### config.mk
export PLATFORM = sky130hd
export DESIGN_NAME = router_ctrl
export DESIGN_NICKNAME = d
export VERILOG_FILES = /design/src/rtl/router_ctrl.sv
export SDC_FILE = /design/constraint.sdc
export NUM_CORES = 1
export LEC_CHECK = 0
export CAP_MARGIN = 20
export CORE_MARGIN = 4
export CORE_UTILIZATION = 55
export CTS_BUF_LIST = sky130_fd_sc_hd__clkbuf_8
export DETAILED_ROUTE_END_ITERATION = 8
export PLACE_DENSITY = 0.82
export REMOVE_ABC_BUFFERS = 1
export SYNTH_ARGS = -nofsm -noshare
export SYNTH_HDL_FRONTEND = slang
export SYNTH_SLANG_ARGS = --single-unit
export TNS_END_PERCENT = 10
### constraint.sdc
create_clock -name clk -period 2.05 [get_ports clk]
set_input_delay 0.205 -clock clk [delete_from_list [all_inputs] [get_ports clk]]
set_output_delay 0.205 -clock clk [all_outputs]
set_load 0.1 [all_outputs]
### src/rtl/router_ctrl.sv
// Input-side controller of the 1x3 router: header decode, FIFO write sequencing, parity check, stall soft resets.
// Optional payload length check is built when ROUTER_LEN_CHECK_EN is defined; otherwise len_err is tied low.
module router_ctrl #(
  parameter int unsigned TIMEOUT = 30,
  parameter int unsigned TCNT_W  = 5
) (
  input  logic       clk,
  input  logic       rst,
  input  logic       pkt_valid,
  input  logic [7:0] data_in,
  input  logic [2:0] fifo_full,
  input  logic [2:0] fifo_empty,
  input  logic [2:0] read_enb,
  output logic       busy,
  output logic [2:0] we,
  output logic [7:0] data_out,
  output logic       lfd_state,
  output logic [2:0] valid_out,
  output logic [2:0] soft_rst,
  output logic       parity_err,
  output logic       len_err
);

  typedef enum logic [2:0] {
    DECODE_ADDRESS,
    WAIT_TILL_EMPTY,
    LFD_SETUP,
    LOAD_FIRST_DATA,
    LOAD_DATA,
    FIFO_FULL_STATE,
    CHECK_PARITY_ERROR,
    DROP_PACKET
  } state_t;

  state_t     state, state_d;
  logic [1:0] addr_q, addr_d;
  logic [7:0] hdr_q, hdr_d;
  logic [7:0] parity_acc, parity_acc_d;
  logic [7:0] parity_rx, parity_rx_d;
  logic       parity_err_d;
  logic       wr;
  logic       parity_byte;

  // Address 3 is never latched; the padded bit keeps the selects in range.
  logic [3:0] full_ext, empty_ext, srst_ext;
  logic [2:0] addr_oh;
  logic       full_sel, empty_sel, srst_sel;

  assign full_ext  = {1'b0, fifo_full};
  assign empty_ext = {1'b0, fifo_empty};
  assign srst_ext  = {1'b0, soft_rst};
  assign full_sel  = full_ext[addr_q];
  assign empty_sel = empty_ext[addr_q];
  assign srst_sel  = srst_ext[addr_q];
  assign addr_oh   = 3'(4'b0001 << addr_q);
  assign valid_out = ~fifo_empty;

  always_ff @(posedge clk) begin
    if (!rst) begin
      state      <= DECODE_ADDRESS;
      addr_q     <= '0;
      hdr_q      <= '0;
      parity_acc <= '0;
      parity_rx  <= '0;
      parity_err <= 1'b0;
    end else begin
      state      <= state_d;
      addr_q     <= addr_d;
      hdr_q      <= hdr_d;
      parity_acc <= parity_acc_d;
      parity_rx  <= parity_rx_d;
      parity_err <= parity_err_d;
    end
  end

  // Next-state, datapath and combinational write-side outputs.
  always_comb begin
    state_d      = state;
    addr_d       = addr_q;
    hdr_d        = hdr_q;
    parity_acc_d = parity_acc;
    parity_rx_d  = parity_rx;
    parity_err_d = parity_err;
    busy         = 1'b0;
    lfd_state    = 1'b0;
    data_out     = data_in;
    wr           = 1'b0;
    parity_byte  = 1'b0;

    case (state)
      DECODE_ADDRESS: begin
        if (pkt_valid) begin
          if (data_in[1:0] == 2'd3) begin
            state_d = DROP_PACKET;
          end else begin
            hdr_d        = data_in;
            addr_d       = data_in[1:0];
            parity_acc_d = data_in;
            parity_err_d = 1'b0;
            state_d      = empty_ext[data_in[1:0]] ? LFD_SETUP : WAIT_TILL_EMPTY;
          end
        end
      end
      WAIT_TILL_EMPTY: begin
        busy = 1'b1;
        if (empty_sel) state_d = LFD_SETUP;
      end
      LFD_SETUP: begin
        busy      = 1'b1;
        lfd_state = 1'b1;
        state_d   = LOAD_FIRST_DATA;
      end
      LOAD_FIRST_DATA: begin
        busy     = 1'b1;
        wr       = 1'b1;
        data_out = hdr_q;
        state_d  = LOAD_DATA;
      end
      LOAD_DATA: begin
        busy = full_sel;
        if (full_sel) begin
          state_d = FIFO_FULL_STATE;
        end else if (pkt_valid) begin
          wr           = 1'b1;
          parity_acc_d = parity_acc ^ data_in;
        end else begin
          wr          = 1'b1;
          parity_byte = 1'b1;
          parity_rx_d = data_in;
          state_d     = CHECK_PARITY_ERROR;
        end
      end
      FIFO_FULL_STATE: begin
        busy = 1'b1;
        if (!full_sel) state_d = LOAD_DATA;
      end
      CHECK_PARITY_ERROR: begin
        busy         = 1'b1;
        parity_err_d = (parity_acc != parity_rx);
        state_d      = DECODE_ADDRESS;
      end
      DROP_PACKET: begin
        if (!pkt_valid) state_d = DECODE_ADDRESS;
      end
      default: state_d = DECODE_ADDRESS;
    endcase

    // A soft reset of the target FIFO abandons the packet in flight.
    if (srst_sel && (state inside {WAIT_TILL_EMPTY, LFD_SETUP, LOAD_FIRST_DATA,
                                   LOAD_DATA, FIFO_FULL_STATE})) begin
      state_d = parity_byte ? DECODE_ADDRESS : DROP_PACKET;
    end

    // No write may leak out during the reset cycle.
    we = (wr && rst) ? addr_oh : 3'b000;
  end

  // Per-FIFO stall timers: a full TIMEOUT run of unread, non-empty cycles fires one soft_rst pulse.
  logic [TCNT_W-1:0] tcnt [3];

  always_ff @(posedge clk) begin
    if (!rst) begin
      soft_rst <= '0;
      for (int i = 0; i < 3; i++) tcnt[i] <= '0;
    end else begin
      for (int i = 0; i < 3; i++) begin
        soft_rst[i] <= 1'b0;
        if (!fifo_empty[i] && !read_enb[i]) begin
          if (tcnt[i] == TCNT_W'(TIMEOUT - 1)) begin
            tcnt[i]     <= '0;
            soft_rst[i] <= 1'b1;
          end else begin
            tcnt[i] <= tcnt[i] + TCNT_W'(1);
          end
        end else begin
          tcnt[i] <= '0;
        end
      end
    end
  end

`ifdef ROUTER_LEN_CHECK_EN
  logic [5:0] pay_cnt, pay_cnt_d;
  logic       len_err_d;

  // Payload byte count compared against the header length when the parity byte lands.
  always_comb begin
    pay_cnt_d = pay_cnt;
    len_err_d = len_err;
    if (state == DECODE_ADDRESS && pkt_valid && data_in[1:0] != 2'd3) begin
      pay_cnt_d = '0;
      len_err_d = 1'b0;
    end else if (state == LOAD_DATA && !full_sel && pkt_valid) begin
      pay_cnt_d = pay_cnt + 6'd1;
    end else if (state == CHECK_PARITY_ERROR) begin
      len_err_d = (pay_cnt != hdr_q[7:2]);
    end
  end

  always_ff @(posedge clk) begin
    if (!rst) begin
      pay_cnt <= '0;
      len_err <= 1'b0;
    end else begin
      pay_cnt <= pay_cnt_d;
      len_err <= len_err_d;
    end
  end
`else
  assign len_err = 1'b0;
`endif

endmodule

==> results of run 1 <==
[cell usage in the layout (no fill, tap or decap), types with 3 or more instances in the layout]
cell type	synthesis	final
a21oi_1	4	3
buf_12	0	18
buf_4	1	23
clkbuf_8	0	5
clkdlybuf4s50_1	0	19
conb_1	2	16
dfxtp_1	31	28
edfxtp_1	15	15
ha_1	6	6
inv_1	11	14
mux2_2	10	10
mux2i_1	21	20
nand2_1	15	15
nand3_1	17	16
nand3b_1	3	3
nand4_1	6	6
nor2_1	44	42
nor3_1	6	5
nor4_1	3	3
o21ai_0	4	4
xnor2_1	19	19
xor2_1	6	6
[per-stage QoR]
| stage | instance area (um^2) | std cells | util | hold WS [ns] | total power, W |
|---|---|---|---|---|---|
| detailed placement | 3290 | 376 | 0.745 | 0.473 | 0.00298 |
| CTS | 3410 | 386 | 0.772 | 0.487 | 0.00353 |
| floorplan | 2510 | 266 | - | 0.281 | 0.00236 |
| global route | 3440 | 386 | 0.779 | 0.492 | 0.00374 |
| global placement | 3290 | 376 | 0.745 | 0.469 | 0.00296 |
| finish | 3440 | 386 | 0.779 | 0.489 | 0.00355 |
[cell families after synthesis]
| group | share of synthesized area |
|---|---|
| AND/OR/NAND/NOR | 0.192 |
| buffers and inverters | 0.0459 |
| XOR/XNOR | 0.0863 |
| adder cells (fa/ha/maj) | 0.0335 |
| flip-flops | 0.422 |
| AO/OA/AOI/OAI | 0.0839 |
| multiplexers | 0.133 |
| other | 0.00296 |
[cell type report]
| class | instances | share of cell area |
|---|---|---|
| Inverter | 11 | 0.0120 |
| Tap cell | 52 | 0.0189 |
| Multi-Input combinational cell | 209 | 0.422 |
| Sequential cell | 46 | 0.313 |
| Timing Repair Buffer | 60 | 0.210 |
| Clock inverter | 3 | 0.00327 |
| Clock buffer | 5 | 0.0200 |
[registers in the layout, summed over array words and instances (netlist names)]
name,cells
parity_rx,8
hdr_q,7
soft_rst,3
tcnt,15
addr_q,1
state,3
parity_err,1
parity_acc,8
[layer usage]
layer | wire length (um) | track usage
met1 | 2420 | 0.237
met4 | 63 | 0.0534
met5 | 0 | 0
met3 | 306 | 0.0438
met2 | 2860 | 0.342
[power groups by stage]
stage	registers, W	clock network (W)	logic [W]
3_3_place_gp	0.00117	0	0.00179
2_1_floorplan	0.00120	0	0.00116
6_report	0.00117	0.000516	0.00187
3_5_place_dp	0.00118	0	0.00180
4_1_cts	0.00116	0.000525	0.00184
5_1_grt	0.00119	0.000566	0.00198
[worst min-delay path, stage by stage (launching register included)]
cell and delay, ns:
dfxtp_1 0.32, o21ai_0 0.07, a21oi_1 0.06
[synthesized netlist by cell type (all sizes together), types with 3 or more instances]
cell / number / share of area
inv: 11 / 0.016
mux2i: 21 / 0.083
o21ai: 6 / 0.012
nand3: 17 / 0.034
nand2: 15 / 0.022
xnor2: 19 / 0.066
ha: 6 / 0.030
edfxtp: 15 / 0.18
xor2: 6 / 0.021
dfxtp: 31 / 0.24
mux2: 11 / 0.050
a21oi: 4 / 0.0079
nor2: 44 / 0.065
nand3b: 4 / 0.017
nor4: 3 / 0.0074
nor3: 7 / 0.016
buf: 9 / 0.021
clkbuf: 6 / 0.0089
nand4: 6 / 0.015
[repair_timing]
item | CTS | global route
endpoints found under the setup margin | 4 | 3
gates resized for setup | 8 | 8
setup buffers | 2 | 0
pin swaps | 1 | 1
gates cloned | 0 | 0
[final timing paths]
path / startpoint / endpoint / slack, ns
min: parity_err$_SDFFE_PN0P_ / parity_err$_SDFFE_PN0P_ / 0.49
max reg2reg: hdr_q[1]$_SDFFE_PN0P_ / state[1]$_SDFFE_PN0P_ / 0.05
min reg2reg: parity_err$_SDFFE_PN0P_ / parity_err$_SDFFE_PN0P_ / 0.49
max: hdr_q[1]$_SDFFE_PN0P_ / state[1]$_SDFFE_PN0P_ / 0.05
==> results.yml, run 1 <==
outcome:
  outcome: "complete, no violations"
sta:
  tightestPinTransition_ns: 0.533
  timing.setup.tns_ns: 0
  finalHoldViolCount: 0
  period_share: 0.978
  achievable-frequency_mhz: 499
  maxSlewHeadroom: 0.636
  timing.final.setup_violations: 0
  timing_max_transition_violations_final: 0
  layout_setup_ws_ns: 0.0454
  period_needed_ns: 2.00
  finClkSkew_ns: 0.00829
route:
  drtPass1Iterations: 4
  drt-vias-per-instance: 5.48
  routed_wl_mm: 5.65
  wl_per_cell_um: 14.6
  via_count_of_the_routed_design: 2116
  antenna_violating_nets_post_route: 0
  number_of_remaining_drc_errors: 0
  dr.first_iter.drc_count: 170
global_routing:
  first_global_vias: 2118
  grt_max_degree: 24
  antenna_violations_before_repair: 0
  track_usage: 0.195
  wire_length_of_the_first_global_routing_pass_mm: 9.37
  residual_overflow_from_global_routing: 0
clocking:
  cts_tree: "done"
  root_buffer_master: "clkbuf_8"
  cts_sinks: 46
  cts_buffer_depth: 2
  cts_buffers: 5
  htree_levels: 2
  clk_pin_slew_worst_paths_ns: 0.08
  insertion_delay_ns: 0.30
  cts-hold-fix-buffers: 0
layout:
  area_growth_syn_to_layout_pct: 35.6
  drive_above_1_share: 0.222
  n_antenna_cell: 0
  seq_area_um2: 1080
  design.final.nets: 359
  multiInputGateArea_um2: 1450
  fillerInstances: 288
pwr:
  p_clk_frac: 0.145
  p_int_w: 0.00205
  power_frac_seq: 0.330
  max-vdd-ir-drop_uv: 629
  p_leak_nw: 1.47
  p_sw_frac: 0.424
  combPwrFrac: 0.525
  power.net_switching_w: 0.00151
  power_density_nw_per_um2: 1030
hold_path:
  min-delay-path-class: "flip-flop to flip-flop"
  worstHoldPathCells: 2
synthesis:
  yosysUniqueCellTypes: 48
  mappedNetlistArea_um2: 2540
  netlist_instances: 267
  synth_enable_flop_cells: 15
  seq_area_frac_synth: 0.422
  synth-main-ff-cell: "dfxtp_1"
  ys_async_sr_fraction: 0
  flip_flop_and_latch_count_after_synthesis: 46
  syn_area_per_cell_um2: 9.50
  number_of_warnings_printed_during_yosys_synthesis: 0
critical_path:
  path_delay_family: "compound AO/OA/AOI/OAI gates"
  cp_cell_sequence: "buf_4 > mux2i_1 > o21ai_1 > a2111oi_0 > a221oi_1 > a221oi_2"
  critPathArrivalTime_ns: 2.22
  endpoint_kind: "flip-flop"
  critical_path.max_stage_delay_ns: 0.57
  required_ns: 2.27
  path_max_fanout: 5
  cp.depth: 6
  critPathBufInv: 1
  ws_path_type: "flip-flop to flip-flop"
  slowest_cp_cell: "a2111oi_0"
  setup.worst_path.start_class: "flip-flop"
  reg2regPathDepth: 6
placed_design:
  detailedPlace.worstSlack_ns: -0.0311
  numPortBuffers: 39
  detailedPlacementHpwl_mm: 4.20
  globalplace.congestion: 0.949
die:
  i_o_pin_count: 41
  core_area_um2: 4410
  die_h_um: 75.9
  placementRows: 24
  die_width_um: 75.9
  die_area_um2: 5760
  initial_util: 0.575
flow_run:
  timing.max_cap.violations: 0
No activity file was read; power rests on OpenSTA's default activity.
==> run 2, diff against run 1 <==
--- a/config.mk
+++ b/config.mk
@@ -7,10 +7,9 @@
 export LEC_CHECK = 0
 export CAP_MARGIN = 20
 export CORE_MARGIN = 4
-export CORE_UTILIZATION = 55
+export CORE_UTILIZATION = 40
 export CTS_BUF_LIST = sky130_fd_sc_hd__clkbuf_8
 export DETAILED_ROUTE_END_ITERATION = 8
-export PLACE_DENSITY = 0.82
 export REMOVE_ABC_BUFFERS = 1
 export SYNTH_ARGS = -nofsm -noshare
 export SYNTH_HDL_FRONTEND = slang
==> run 2 against run 1 <==
Effect of this change:
- final area is 0.98% higher
- worst setup slack better by 0.014 ns
- die area is 33% higher
- utilization is 20 points lower
- critical path type is now flip-flop to primary output
- critical endpoint is now we[2]
- largest cell class unchanged
==> results.yml, run 2 (synthesis gave the netlist of run 1 again) <==
layout:
  design.final.nets: 359
  area_growth_syn_to_layout_pct: 37.0
  fillerInstances: 546
  mostFrequentLayoutCell: "nor2_1"
  multiInputGateArea_um2: 1440
  n_antenna_cell: 0
  final_cell_mix: "nor2_1 (44), dfxtp_1 (26), buf_4 (24), mux2i_1 (20)"
  largest_registers: "tcnt (15), parity_acc (8), parity_rx (8)"
  instances_no_fill: 409
  flip_flop_count_of_the_largest_register_all_copies_and_words_added: 15
  seq_area_um2: 1080
  largest-register: "tcnt"
  postLayoutCellArea_um2: 3470
  drive_above_1_share: 0.225
clocking:
  cts_buffers: 5
  cts_tree: "done"
  clk_pin_slew_worst_paths_ns: 0.09
  cts_sinks: 46
  cts_buffer_depth: 2
  root_buffer_master: "clkbuf_8"
  post_cts.repair.setup_buffers: 0
  htree_levels: 2
  insertion_delay_ns: 0.31
placed_design:
  numPortBuffers: 39
  placed_cells_incl_taps: 401
  dpl_cell_area_um2: 3320
  detailedPlacementHpwl_mm: 4.40
  globalplace.congestion: 0.894
global_routing:
  residual_overflow_from_global_routing: 0
  grt_max_degree: 30
  antenna_violations_before_repair: 0
  track_usage: 0.167
  first_global_vias: 2122
  wire_length_of_the_first_global_routing_pass_mm: 10.1
route:
  number_of_remaining_drc_errors: 0
  routed_wl_mm: 5.84
  drtPass1Iterations: 4
  dr.first_iter.drc_count: 91
  wl_per_cell_um: 14.3
  via_count_of_the_routed_design: 2059
  drt-vias-per-instance: 5.03
  antenna_violating_nets_post_route: 0
critical_path:
  critPathArrivalTime_ns: 1.79
  required_ns: 1.85
  slowest_cp_cell: "dfxtp_4"
  critPathBufInv: 2
  cp_cell_sequence: "mux2i_4 > o2111a_2 > o21ai_2 > nor3b_2 > buf_4 > buf_12"
  setup.reg_to_reg.worst_slack_ns: 0.25
  critical_path.max_stage_delay_ns: 0.41
  setup.worst_path.start_class: "flip-flop"
  path_delay_family: "flip-flops"
  endpoint_kind: "primary output"
  ws_path_type: "flip-flop to primary output"
  path_max_fanout: 7
sta:
  period_needed_ns: 1.99
  timing_max_transition_violations_final: 0
  finalHoldViolCount: 0
  rsz_0062_raised_after_global_routing: "yes"
  finClkSkew_ns: 0.00774
  timing.final.setup_violations: 0
  period_share: 0.971
  achievable-frequency_mhz: 502
die:
  die_area_um2: 7680
  die_h_um: 87.6
  initial_util: 0.421
  placementRows: 28
  core_area_um2: 6030
  die_width_um: 87.6
  i_o_pin_count: 41
outcome:
  outcome: "complete, no violations"
pwr:
  combPwrFrac: 0.495
  p_int_w: 0.00217
  max-vdd-ir-drop_uv: 1250
  power_frac_seq: 0.323
  p_sw_frac: 0.415
  p_clk_frac: 0.183
  power.net_switching_w: 0.00154
  power_density_nw_per_um2: 1070
  p_leak_nw: 1.47
flow_run:
  timing.max_cap.violations: 0
hold_path:
  min-delay-path-class: "input pin to flip-flop"
[run 2: cell count changes in the layout (fill, tap and decap cells not counted), sizes merged]
cell	delta
inv	-2
clkinvlp	+1
bufinv	+1
[run 2: final cells by class]
type / count / area share
Sequential cell: 46 / 0.311
Clock inverter: 3 / 0.0119
Multi-Input combinational cell: 209 / 0.414
Inverter: 11 / 0.0119
Timing Repair Buffer: 60 / 0.205
Clock buffer: 5 / 0.0198
Tap cell: 75 / 0.0270
[run 2: final timing paths]
path,start,end,depth (start not counted)
worst max-delay path,hdr_q[1]$_SDFFE_PN0P_,we[2],6
worst max register to register,state[2]$_SDFFE_PN0P_,state[2]$_SDFFE_PN0P_,5
worst min register to register,parity_err$_SDFFE_PN0P_,parity_err$_SDFFE_PN0P_,2
worst min-delay path,read_enb[1],soft_rst[1]$_SDFF_PN0_,2
[run 2: power by group through the flow]
stage	clock network (W)	registers (W)	logic, W
finish	0.000678	0.00120	0.00183
global route	0.000734	0.00122	0.00195
CTS	0.000694	0.00119	0.00182
detailed placement	0	0.00120	0.00180
global placement	0	0.00120	0.00181
floorplan	0	0.00120	0.00116
[run 2: metal layers]
layer  wire (um)  share of wire  vias up  global-route usage
met3         183          0.031       11              0.0348
li1            -              -     1046                   -
met1        2860           0.49      968               0.231
met5           0              0        -                   0
met2        2660           0.46       34               0.257
met4         131          0.022        0              0.0642
[run 2: repair_timing]
| item | CTS | global route |
|---|---|---|
| hold buffers | 0 | 0 |
| gates resized for setup | 8 | 6 |
| endpoints found under the hold margin | 0 | 0 |
| endpoints found under the setup margin | 10 | 12 |
| pin swaps | 1 | 0 |
[run 2: through the flow]
step / util / TNS, ns / hold slack (ns) / setup WS (ns) / power [W]
finish: 0.576 / 0 / 0.474 / 0.0593 / 0.00371
floorplan: - / -7.67 / 0.281 / -1.50 / 0.00236
global placement: 0.551 / 0 / 0.469 / 0.00734 / 0.00302
global route: 0.576 / -0.132 / 0.469 / -0.0738 / 0.00391
CTS: 0.572 / -0.109 / 0.462 / -0.0436 / 0.00370
detailed placement: 0.551 / 0 / 0.472 / 0.0343 / 0.00301
==> run 3, diff against run 2 <==
==> constraint.sdc (replaced) <==
create_clock -name clk -period 1.6 [get_ports clk]
set_input_delay 0.24 -clock clk [delete_from_list [all_inputs] [get_ports clk]]
set_output_delay 0.24 -clock clk [all_outputs]
set_load 0.1 [all_outputs]
==> run 3 against run 2 <==
Effect of this change:
- the run now ends with setup timing left
- worst setup slack got worse by 0.44 ns
- sequential share of layout area decreased by 3.1 points
- largest cell class unchanged
- critical path type unchanged
- clock skew decreased by 0.0036 ns
- largest power group unchanged
- clock power increased by 13%
- global-route usage increased by 0.41 points
- highest routed layer unchanged
==> results.yml, run 3 (synthesis gave the netlist of run 1 again) <==
die:
  initial_util: 0.421
  die_h_um: 87.6
  die_area_um2: 7680
  i_o_pin_count: 41
  core_area_um2: 6030
  placementRows: 28
  die_width_um: 87.6
sta:
  rsz_0062_raised_after_global_routing: "yes"
  timing.setup.tns_ns: -3.97
  timing.final.setup_violations: 24
  layout_setup_ws_ns: -0.383
  period_share: 1.24
  finClkSkew_ns: 0.00410
  period_needed_ns: 1.98
  achievable-frequency_mhz: 504
  timing_max_transition_violations_final: 0
  finalHoldViolCount: 0
global_routing:
  antenna_violations_before_repair: 0
  wire_length_of_the_first_global_routing_pass_mm: 10.3
  track_usage: 0.172
  residual_overflow_from_global_routing: 0
  first_global_vias: 2145
  grt_max_degree: 30
flow_run:
  timing.max_cap.violations: 0
layout:
  n_antenna_cell: 0
  largest_registers: "tcnt (15), parity_acc (8), parity_rx (8)"
  design.final.nets: 389
  largest-register: "tcnt"
  drive_above_1_share: 0.321
  final_cell_mix: "nor2_1 (43), buf_4 (41), dfxtp_1 (26), buf_12 (23)"
  flip_flop_count_of_the_largest_register_all_copies_and_words_added: 15
  mostFrequentLayoutCell: "nor2_1"
  area_growth_syn_to_layout_pct: 53.4
route:
  number_of_remaining_drc_errors: 0
  drtPass1Iterations: 4
  via_count_of_the_routed_design: 2208
  wl_per_cell_um: 14.5
  antenna_violating_nets_post_route: 0
  routed_wl_mm: 6.38
  dr.first_iter.drc_count: 91
  drt-vias-per-instance: 5.03
clocking:
  cts_buffers: 5
  clk_pin_slew_worst_paths_ns: 0.09
  cts_buffer_depth: 2
  cts_sinks: 46
  insertion_delay_ns: 0.30
  root_buffer_master: "clkbuf_8"
  htree_levels: 2
  cts_tree: "done"
placed_design:
  detailedPlacementHpwl_mm: 4.67
  globalplace.congestion: 0.932
  numPortBuffers: 39
critical_path:
  path_max_fanout: 3
  slowest_cp_cell: "dfxtp_4"
  required_ns: 1.36
  critical_path.max_stage_delay_ns: 0.39
  critPathBufInv: 2
  critPathArrivalTime_ns: 1.74
  path_delay_family: "flip-flops"
  ws_path_type: "flip-flop to primary output"
  setup.worst_path.start_class: "flip-flop"
  endpoint_kind: "primary output"
  cp_cell_sequence: "mux2i_4 > o2111a_2 > o21ai_4 > nor3b_2 > buf_4 > buf_12"
hold_path:
  min-delay-path-class: "input pin to flip-flop"
pwr:
  power_density_nw_per_um2: 1350
  max-vdd-ir-drop_uv: 1340
  totalPowerFinal_w: 0.00526
  p_leak_nw: 1.67
outcome:
  outcome: "complete, but fails checks"
  failing_checks: "setup timing"
-- run 3: metal layers --
| layer | global-route usage | share of wire | vias up |
|---|---|---|---|
| met3 | 0.0339 | 0.057 | 6 |
| met5 | 0 | 0 | - |
| met2 | 0.263 | 0.47 | 52 |
| met4 | 0.0530 | 0.011 | 0 |
| met1 | 0.244 | 0.47 | 1040 |
| li1 | - | - | 1110 |
-- run 3: layout make-up --
class	count	area, um^2
clock buffer	6	82.6
multi-input combinational	209	1540
clock inverter	2	11.3
sequential	46	1090
timing repair buffer	90	1040
fill	511	2140
inverter	11	41.3
tap	75	93.8
-- run 3: final timing paths --
check / startpoint / to / slack (ns) / cells past startpoint
worst max-delay path: hdr_q[1]$_SDFFE_PN0P_ / we[1] / -0.38 / 6
worst min-delay path: read_enb[0] / soft_rst[0]$_SDFF_PN0_ / 0.51 / 2
worst max register to register: hdr_q[1]$_SDFFE_PN0P_ / state[1]$_SDFFE_PN0P_ / -0.23 / 6
worst min register to register: hdr_q[5]$_SDFFE_PN0P_ / hdr_q[5]$_SDFFE_PN0P_ / 0.51 / 2
-- run 3: what timing repair did --
action,4_1_cts,5_1_grt
pin swaps,5,2
setup endpoints to repair,24,31
resized for setup,28,18
hold buffers,0,0
setup buffers,0,1
-- run 3: report_power, final --
group,leakage [nW],switching [W],total (W),internal [W]
Clock,0.0515,0.000419,0.000769,0.000349
Sequential,0.410,0.000154,0.00152,0.00136
Combinational,1.21,0.00161,0.00298,0.00137
-- run 3: metrics by stage --
stage / util / instance area [um^2] / std cells / hold slack, ns / worst slack [ns]
floorplan: - / 2510 / 266 / 0.316 / -1.98
global placement: 0.599 / 3610 / 430 / 0.472 / -0.458
detailed placement: 0.599 / 3610 / 430 / 0.488 / -0.495
CTS: 0.633 / 3810 / 438 / 0.504 / -0.430
global route: 0.646 / 3890 / 439 / 0.510 / -0.487
finish: 0.646 / 3890 / 439 / 0.508 / -0.383
